File: src/rtl/fifo_rd_stream.sv
// fifo_rd_stream
//   Read-side controller for fifo_sync. Drains the FIFO through its
//   rd_en/dout/empty port and presents the words as a valid/ready stream.
//   A 3-entry output buffer absorbs the FIFO's one-cycle read latency and
//   downstream back-pressure.
//
// Ports
//   clk         rising-edge clock
//   reset       synchronous, active-low reset
//   enable      permits new FIFO reads
//   flush       one-cycle pulse; discards buffered and in-flight words
//   fifo_empty  FIFO empty flag
//   fifo_dout   FIFO read data, valid the cycle after fifo_rd_en
//   fifo_rd_en  registered FIFO read strobe
//   m_valid     output word available
//   m_ready     consumer accepts the word
//   m_data      output word (buffer head)
//   words_out   completed output handshakes, wraps modulo 2^CNT_W
//   busy        high when not in IDLE
module fifo_rd_stream #(
  parameter int unsigned WIDTH = 8,
  parameter int unsigned CNT_W = 16
) (
  input  logic             clk,
  input  logic             reset,
  input  logic             enable,
  input  logic             flush,
  input  logic             fifo_empty,
  input  logic [WIDTH-1:0] fifo_dout,
  output logic             fifo_rd_en,
  output logic             m_valid,
  input  logic             m_ready,
  output logic [WIDTH-1:0] m_data,
  output logic [CNT_W-1:0] words_out,
  output logic             busy
);

  typedef enum logic [1:0] {
    IDLE  = 2'd0,
    RUN   = 2'd1,
    DRAIN = 2'd2
  } state_t;

  state_t           state_q, state_d;
  logic [1:0]       occ_q, occ_d;
  logic             inflight_q, inflight_d;
  logic             rd_en_q, rd_en_d;
  logic [1:0]       rd_ptr_q, wr_ptr_q;
  logic [WIDTH-1:0] mem_q [3];
  logic [CNT_W-1:0] cnt_q;
  logic             pop;
  logic             capture;

  function automatic logic [1:0] ptr_inc(input logic [1:0] p);
    return (p == 2'd2) ? 2'd0 : p + 2'd1;
  endfunction

  assign m_valid    = (occ_q != 2'd0);
  assign m_data     = mem_q[rd_ptr_q];
  assign fifo_rd_en = rd_en_q;
  assign words_out  = cnt_q;
  assign busy       = (state_q != IDLE);

  always_comb begin
    pop     = m_valid && m_ready;
    capture = inflight_q;

    occ_d = occ_q;
    if (flush) begin
      occ_d = '0;
    end else if (capture && !pop) begin
      occ_d = occ_q + 2'd1;
    end else if (!capture && pop) begin
      occ_d = occ_q - 2'd1;
    end

    // A read issued now lands one cycle later; dropping it here on flush
    // is what discards the word still travelling out of the FIFO.
    inflight_d = rd_en_q && !flush;

    // Issue decision uses next-cycle occupancy so that words buffered,
    // landing and newly requested never exceed the 3 buffer slots; this
    // keeps m_ready out of any combinational path to fifo_rd_en.
    rd_en_d = (state_q == RUN) && enable && !flush && !fifo_empty &&
              (({1'b0, occ_d} + {2'b00, inflight_d}) < 3'd3);

    state_d = state_q;
    unique case (state_q)
      IDLE:  if (enable) state_d = RUN;
      RUN:   if (!enable) state_d = DRAIN;
      DRAIN: begin
        if (enable) begin
          state_d = RUN;
        end else if (!inflight_q && (occ_q == 2'd0)) begin
          state_d = IDLE;
        end
      end
      default: state_d = IDLE;
    endcase
    if (flush) begin
      state_d = enable ? RUN : IDLE;
    end
  end

  always_ff @(posedge clk) begin
    if (!reset) begin
      state_q    <= IDLE;
      occ_q      <= '0;
      inflight_q <= 1'b0;
      rd_en_q    <= 1'b0;
      rd_ptr_q   <= '0;
      wr_ptr_q   <= '0;
      cnt_q      <= '0;
      for (int unsigned i = 0; i < 3; i++) begin
        mem_q[i] <= '0;
      end
    end else begin
      state_q    <= state_d;
      occ_q      <= occ_d;
      inflight_q <= inflight_d;
      rd_en_q    <= rd_en_d;
      if (flush) begin
        // Handshake and landing word in the flush cycle are both dropped.
        rd_ptr_q <= '0;
        wr_ptr_q <= '0;
      end else begin
        if (capture) begin
          mem_q[wr_ptr_q] <= fifo_dout;
          wr_ptr_q        <= ptr_inc(wr_ptr_q);
        end
        if (pop) begin
          rd_ptr_q <= ptr_inc(rd_ptr_q);
          cnt_q    <= cnt_q + CNT_W'(1);
        end
      end
    end
  end

endmodule

File: config.mk
export PLATFORM = sky130hd
export DESIGN_NAME = fifo_rd_stream
export DESIGN_NICKNAME = d
export VERILOG_FILES = /design/src/rtl/fifo_rd_stream.sv
export SDC_FILE = /design/constraint.sdc
export NUM_CORES = 1
export LEC_CHECK = 0
export CAP_MARGIN = 0
export CORE_MARGIN = 4
export CORE_UTILIZATION = 41
export DETAILED_ROUTE_END_ITERATION = 10
export PLACE_DENSITY = 0.65
export SYNTH_ARGS = -nofsm -noshare
export SYNTH_HDL_FRONTEND = slang
export SYNTH_SLANG_ARGS = --single-unit
File: constraint.sdc
create_clock -name clk -period 5.8 [get_ports clk]
set_clock_uncertainty 0.2 [all_clocks]
set_input_delay 0.58 -clock clk [delete_from_list [all_inputs] [get_ports clk]]
set_output_delay 0.58 -clock clk [all_outputs]
set_load 0.03 [all_outputs]
==> results.yml, run 1 <==
sta:
  setup_viol: 0
  rsz0062_at_grt: "false"
  drv_slew: 0
  worst_pin_slew_ns: 1.24
  fmax_mhz: 333
  final_hold_viol_count: 0
  final.min_clock_period_ns: 3.00
  relSlewSlack_pct: 16.2
  setup_tns_ns: 0
  period_share_pct: 51.8
yosys:
  ys_types: 40
  synth-main-ff-cell: "edfxtp_1"
  synth_area_leader_cell: "edfxtp_1"
  yosysMostFrequentCell: "edfxtp_1"
  netlist.area_leader.share_pct: 36.3
  syn-cell-area_mm2: 0.00265
  yosys_warnings: 0
  synth_edf_count: 32
  synthArstFlopShare_pct: 0
  synthTopCellsByArea: "edfxtp_1, dfxtp_1, mux4_2"
  syn_avg_cell_area_um2: 12.1
  synth.net_count: 237
  syn_inst: 219
  synth-seq-area-share_pct: 57.4
  ys_ff_latch: 60
  synthTopCellsByCount: "edfxtp_1, and2_1, dfxtp_1, nor2_1, a21oi_1"
placement:
  dpl.hpwl_um: 3650
  gp_congestion: 0.783
  portBuffers: 40
  dpl-instance-area_mm2: 0.00310
  dp.cells: 328
cells_and_area:
  nets: 280
  syn_to_final_growth_pct: 23.8
  design_area_mm2: 0.00328
  utilization_pct: 51.9
  drive_gt1_share_pct: 12.4
  antenna_cells: 0
  stdcell_count: 344
die:
  die_x_um: 88.4
  coreArea_mm2: 0.00631
  start_util_pct: 42.0
  die_area_mm2: 0.00781
  io_pins: 41
  die_h_um: 88.4
  rows: 29
worst_setup_path:
  crit_path_max_fanout: 8
  crit_arrival_ns: 2.22
  crit_type: "flip-flop to primary output"
  cp.required_ns: 5.02
  crit_path_end_kind: "primary output"
  worstRegToRegCells: 8
  reg2reg_to: "fifo_rd_en"
  reg2reg_from: "occ_q[0]"
  r2r_slack_ns: 3.32
  start_kind: "flip-flop"
clock_tree:
  postCtsSetupBuffers: 0
  cts_max_level: 3
  cts.path.max_buffers: 2
  cts_resized: 0
  cts_tree: "yes"
  ctsHoldBuffers: 0
  root_buffer: "clkbuf_8"
  clock_sinks: 60
  insertion_delay_ns: 0.33
  cts_made_buffers: 9
  clk_pin_slew_worst_paths_ns: 0.07
power:
  ir_drop_mv: 0.165
  p_total_w: 0.000832
  internal_power_w: 0.000647
  power.density_mw_per_mm2: 254
  netSwitchingPower_w: 0.000185
  seqPwrFrac_pct: 54.7
  swShare_pct: 22.3
  clockPowerShare_pct: 40.8
  power_leakage_nw: 1.18
  power_frac_comb_pct: 4.5
routing:
  drcViolationCount: 0
  drt_iter0_markers: 68
  via_per_inst: 5.19
  first_pass_iters: 4
  vias: 1785
  wl_um: 5290
  wl_per_cell_um: 15.4
  final_antenna_net_count: 0
worst_hold_path:
  min_path_type: "flip-flop to flip-flop"
  hold_path_depth: 2
  min_to: "words_out[15]"
  holdCritStartpoint: "words_out[15]"
job:
  maxCapViolations: 0
outcome:
  status: "complete, no violations"
global_route:
  grt_pass1_wl_um: 8540
  antenna_found_initial: 0
  grt_max_degree: 16
  grtUsageTotal_pct: 14.9
  grt_pass1_vias: 1712
  overflow: 0
## final cells by class
cell class	count	area, µm²
inverters	8	30.0
multi-input cells	143	1050
well taps	77	96.3
repair buffers	40	400
flip-flops and latches	60	1520
fillers	587	3030
clock buffers	12	155
clock inverters	4	25.0
## cells by family after synthesis
logic type | Yosys count | synth area share [%]
and+or+nand+nor | 95 | 21.6
DFF | 60 | 57.4
AOI/OAI and AO/OA | 23 | 5.01
buffers and inverters | 16 | 2.88
xor gates and xnor gates | 11 | 3.64
muxes | 10 | 7.56
adders and majority gates | 4 | 1.89
## cells in the final DEF, fill, tap and decap left out, types with 2 or more instances in the layout
cell type,n
xor2_1,7
and2b_2,2
nand4_1,6
mux2i_1,2
or3_2,2
mux4_2,8
nand3_1,6
o31ai_1,2
nand2_1,7
a21oi_1,11
a211oi_1,2
nor3_1,3
nor3b_1,2
ha_1,4
or4_1,2
clkinv_2,2
inv_1,8
o21ai_0,5
edfxtp_1,32
nor2_1,20
clkdlybuf4s50_1,40
nand2b_1,5
and4_1,3
clkbuf_8,11
xnor2_1,4
clkinvlp_4,2
dfxtp_1,28
and2_1,28
## flip-flops by register name, summed over array words and instances, names as in the netlist, named ones only
register,cells
wr_ptr_q,2
occ_q,2
state_q,2
mem_q,32
words_out,16
capture,1
rd_ptr_q,2
fifo_rd_en,1
## layer usage
layer  GRT usage [%]  share of wire (%)
met2            22.6                 49
met3            4.56                4.7
met5               0                  0
met4            6.18               0.38
met1            20.0                 46
## stage by stage
stage                     hold WS [ns]  setup slack, ns
after floorplan                  0.247             3.49
after global placement           0.263             2.65
after detailed placement         0.279             2.56
after CTS                        0.285             2.72
after global routing             0.301             2.65
final                            0.283             2.80
## worst max path at each step
stage	to	slack, ns	cells after the start
2_1_floorplan	fifo_rd_en	3.49	9
3_3_place_gp	mem_q[2][5]	2.65	4
3_5_place_dp	mem_q[2][2]	2.56	4
4_1_cts	m_data[7]	2.72	2
5_1_grt	m_data[3]	2.65	2
6_report	m_data[7]	2.80	2
## power groups by stage
stage          sequential (W)  combinational, W  clock, W
6_report             0.000455         0.0000374  0.000340
3_5_place_dp         0.000464         0.0000378         0
3_3_place_gp         0.000464         0.0000374         0
2_1_floorplan        0.000463         0.0000181         0
4_1_cts              0.000455         0.0000379  0.000347
5_1_grt              0.000455         0.0000404  0.000369
## worst max-delay path, cell delays in order, from the launching register on
cell             delay [ns]
dfxtp_1                0.68
mux4_2                 0.59
clkdlybuf4s50_1        0.62
No activity file was read; power rests on OpenSTA's default activity.
==> inputs of run 2 (changes only) <==
Settings changed: PLACE_DENSITY 0.65 to 0.67.
Clock period 5.8 ns to 2.7 ns, I/O delays scaled along.
==> run 2 against run 1 <==
  * Final cell count rose by 2.9%
  * Non-clock buffer count rose by 10
  * Combinational power rose by 130%
  * Count of clock-buffer cells in the layout fell by 3
  * Hold slack improved by 0.0018 ns
  * Critical path depth rose by 1
  * Sequential share of layout area fell by 2.1 points
  * First-iteration DRC count fell by 19%
  * Clock power rose to 2.9 times the previous value
  * Setup slack got worse by 2.6 ns
  * Die area did not move
  * Critical path type unchanged
==> results.yml, run 2 (same netlist as run 1, synthesis figures left out) <==
sta:
  worst_pin_slew_ns: 0.533
  setup_tns_ns: 0
  final_hold_viol_count: 0
  rsz0062_at_grt: "false"
  final.min_clock_period_ns: 2.46
  setup_viol: 0
  fmax_mhz: 406
  relSlewSlack_pct: 64.3
  drv_slew: 0
  period_share_pct: 91.1
cells_and_area:
  regMostFlops: "mem_q"
  nets: 290
  drive_gt1_share_pct: 16.6
  antenna_cells: 0
  syn_to_final_growth_pct: 29.6
  final_common_cell: "clkdlybuf4s50_1"
  layout_common_cells: "clkdlybuf4s50_1, edfxtp_1, and2_1, dfxtp_1, nor2_1"
  largest_reg_flops: 32
  fillers: 555
  utilization_pct: 54.4
die:
  coreArea_mm2: 0.00631
  die_h_um: 88.4
  die_area_mm2: 0.00781
  start_util_pct: 42.0
  die_x_um: 88.4
  io_pins: 41
  rows: 29
routing:
  wl_met1_um: 2360
  first_pass_iters: 4
  wl_um: 5290
  wl_per_cell_um: 14.9
  via_per_inst: 5.05
  route.met2.wl_um: 2600
  wl_met3_um: 261
  drt_iter0_markers: 55
  vias: 1787
  routed.top_layer: "met4"
  final_antenna_net_count: 0
  drcViolationCount: 0
worst_setup_path:
  cp.required_ns: 2.23
  crit_path_end_kind: "primary output"
  crit_path_max_fanout: 8
  crit_type: "flip-flop to primary output"
  start_kind: "flip-flop"
  reg2reg_from: "occ_q[0]"
  r2r_slack_ns: 0.28
  crit_arrival_ns: 1.99
placement:
  portBuffers: 40
  dpl.hpwl_um: 3640
  gp_congestion: 0.809
clock_tree:
  cts_max_level: 3
  cts_made_buffers: 9
  clock_sinks: 60
  root_buffer: "clkbuf_8"
  clk_pin_slew_worst_paths_ns: 0.07
  postCtsSetupBuffers: 0
  insertion_delay_ns: 0.33
  ctsHoldBuffers: 0
  cts_tree: "yes"
  cts.path.max_buffers: 2
power:
  power_leakage_nw: 1.26
  ir_drop_mv: 0.331
  power.density_mw_per_mm2: 599
  p_total_w: 0.00206
global_route:
  grtUsageTotal_pct: 15.5
  grt_pass1_wl_um: 8990
  grt_max_degree: 16
  antenna_found_initial: 0
  overflow: 0
  grt_pass1_vias: 1844
outcome:
  status: "complete, no violations"
job:
  maxCapViolations: 0
worst_hold_path:
  min_path_type: "flip-flop to flip-flop"
  holdCritStartpoint: "state_q[0]"
[run 2: cell count changes in the layout (fill, tap and decap cells not counted), moves of 2 or more]
cell / before / now
clkinv_2: 2 / 0
clkinv_4: 0 / 2
bufinv_16: 0 / 3
buf_4: 0 / 10
clkbuf_8: 11 / 9
[run 2: stage by stage]
stage / instances / setup slack [ns] / area, µm² / hold WS, ns
after floorplan: 219 / 0.391 / 2650 / 0.148
after global placement: 338 / 0.244 / 3170 / 0.262
after detailed placement: 338 / 0.216 / 3170 / 0.275
after CTS: 354 / 0.192 / 3420 / 0.287
after global routing: 354 / 0.0441 / 3430 / 0.316
final: 354 / 0.240 / 3430 / 0.284
[run 2: critical path, cell delays in order, from the launching register on]
cell and delay (ns):
dfxtp_1 0.31, buf_4 0.20, mux4_2 0.53, clkdlybuf4s50_1 0.62
[run 2: cell type report]
type                       instances  area [µm²]  share of cell area, %
inverter                           8        30.0                  0.875
timing repair buffer              50         475                   13.9
clock buffer                       9         124                   3.61
tap                               77        96.3                   2.81
sequential                        60        1520                   44.3
clock inverter                     7         124                   3.61
multi-input combinational        143        1060                   30.9
[run 2: what timing repair did]
item | CTS | global route
resized for setup | 0 | 2
hold endpoints to repair | 0 | 0
setup endpoints to repair | 0 | 1
[run 2: final timing paths]
kind,depth (start not counted),to
setup / recovery,3,m_data[5]
hold / removal,1,state_q[0]
hold reg to reg,1,state_q[0]
setup reg to reg,8,fifo_rd_en
[run 2: power breakdown]
group | internal [W] | total (W) | switching (W)
clock network | 0.000619 | 0.000994 | 0.000375
registers | 0.000971 | 0.000975 | 0.00000431
logic | 0.0000420 | 0.0000873 | 0.0000452
total | 0.00163 | 0.00206 | 0.000424
[run 2: metal layers]
layer,GRT usage (%),vias to the layer above
li1,-,898
met1,18.8,840
met2,26.3,42
met3,4.38,7
met4,5.77,0
met5,0,-
==> inputs of run 3 (changes only) <==
Settings changed: MAX_ROUTING_LAYER set to met4.
==> run 3 against run 2 <==
  * Via count up 1.2%
  * Clock power about the same
  * Hold slack about the same
  * Power about the same
  * Flip-flop and latch count unchanged
  * Critical path type unchanged
  * Critical endpoint unchanged
==> results.yml, run 3 (same netlist as run 1, synthesis figures left out) <==
placement:
  gp_congestion: 0.821
  portBuffers: 40
  dpl.hpwl_um: 3640
cells_and_area:
  nets: 290
  antenna_cells: 0
  largest_reg_flops: 32
  syn_to_final_growth_pct: 29.6
  regMostFlops: "mem_q"
  drive_gt1_share_pct: 16.6
  fillers: 555
  final_common_cell: "clkdlybuf4s50_1"
  layout_common_cells: "clkdlybuf4s50_1, edfxtp_1, and2_1, dfxtp_1, nor2_1"
power:
  power.density_mw_per_mm2: 599
  ir_drop_mv: 0.330
  power_leakage_nw: 1.26
global_route:
  grt_pass1_wl_um: 9000
  top_usage_layer: "met2"
  grt_max_degree: 16
  use_met3_pct: 4.28
  grtUsageMet1_pct: 18.8
  antenna_found_initial: 0
  grt_pass1_vias: 1841
  grtUsageMet2_pct: 26.4
  overflow: 0
  grtUsageTotal_pct: 16.0
routing:
  via_per_inst: 5.11
  final_antenna_net_count: 0
  first_pass_iters: 4
  vias: 1808
  wl_um: 5320
  drt_iter0_markers: 65
  drcViolationCount: 0
  wl_per_cell_um: 15.0
clock_tree:
  root_buffer: "clkbuf_8"
  cts_tree: "yes"
  insertion_delay_ns: 0.33
  clock_sinks: 60
  cts_max_level: 3
  cts_made_buffers: 9
  clk_pin_slew_worst_paths_ns: 0.07
  cts.path.max_buffers: 2
sta:
  drv_slew: 0
  whs_ns: 0.284
  relSlewSlack_pct: 64.9
  fmax_mhz: 407
  setup_tns_ns: 0
  period_share_pct: 91.1
  setup_viol: 0
  final_hold_viol_count: 0
  final.min_clock_period_ns: 2.46
  worst_pin_slew_ns: 0.524
  rsz0062_at_grt: "false"
die:
  die_area_mm2: 0.00781
  io_pins: 41
  die_x_um: 88.4
  rows: 29
  die_h_um: 88.4
  coreArea_mm2: 0.00631
  start_util_pct: 42.0
worst_setup_path:
  cp.required_ns: 2.23
  start_kind: "flip-flop"
  crit_type: "flip-flop to primary output"
  crit_path_end_kind: "primary output"
  crit_path_max_fanout: 8
  crit_arrival_ns: 1.99
worst_hold_path:
  min_path_type: "flip-flop to flip-flop"
outcome:
  status: "complete, no violations"
job:
  maxCapViolations: 0
## run 3: cell counts in the layout (fill, tap and decap cells not counted)
Identical to the previous run, type by type.
## run 3: layer usage
| metal | routed length (µm) | vias to the layer above |
|---|---|---|
| met4 | 65 | 0 |
| met3 | 284 | 6 |
| met2 | 2620 | 49 |
| met5 | 0 | - |
| li1 | - | 900 |
| met1 | 2350 | 853 |
## run 3: layout make-up
| cell class | instances | area (µm²) | share of cell area [%] |
|---|---|---|---|
| clock buffers | 9 | 124 | 3.61 |
| repair buffers | 50 | 475 | 13.9 |
| well taps | 77 | 96.3 | 2.81 |
| flip-flops and latches | 60 | 1520 | 44.3 |
| inverters | 8 | 30.0 | 0.875 |
| clock inverters | 7 | 124 | 3.61 |
| multi-input cells | 143 | 1060 | 30.9 |
## run 3: path summary, 6_finish.rpt
path              start         end  slack (ns)  cells past startpoint
min reg2reg  state_q[0]  state_q[0]        0.28                      1
max reg2reg    occ_q[0]  fifo_rd_en        0.29                      8
max           flip-flop   m_data[5]        0.24                      3
min          state_q[0]  state_q[0]        0.28                      1
## run 3: critical path: stages, from the launching register on
cell	delay, ns
dfxtp_1	0.31
buf_4	0.20
mux4_2	0.53
clkdlybuf4s50_1	0.62
## run 3: power by group
| group | switching [W] | total [W] | leakage (nW) | internal (W) |
|---|---|---|---|---|
| clock network | 0.000374 | 0.000993 | 0.120 | 0.000619 |
| registers | 0.00000433 | 0.000975 | 0.545 | 0.000971 |
| logic | 0.0000452 | 0.0000872 | 0.599 | 0.0000420 |
## run 3: per-stage QoR
step,util (%),power [W],area [µm²],setup WS [ns],instances
2_1_floorplan,-,0.00103,2650,0.391,219
3_3_place_gp,50.3,0.00108,3170,0.244,338
3_5_place_dp,50.3,0.00108,3170,0.216,338
5_1_grt,54.4,0.00214,3430,0.0441,354
6_report,54.4,0.00206,3430,0.241,354
4_1_cts,54.2,0.00208,3420,0.192,354
## run 3: timing repair
action,CTS,global route
setup endpoints to repair,0,1
hold buffers,0,0
setup buffers,0,0
resized for setup,0,2
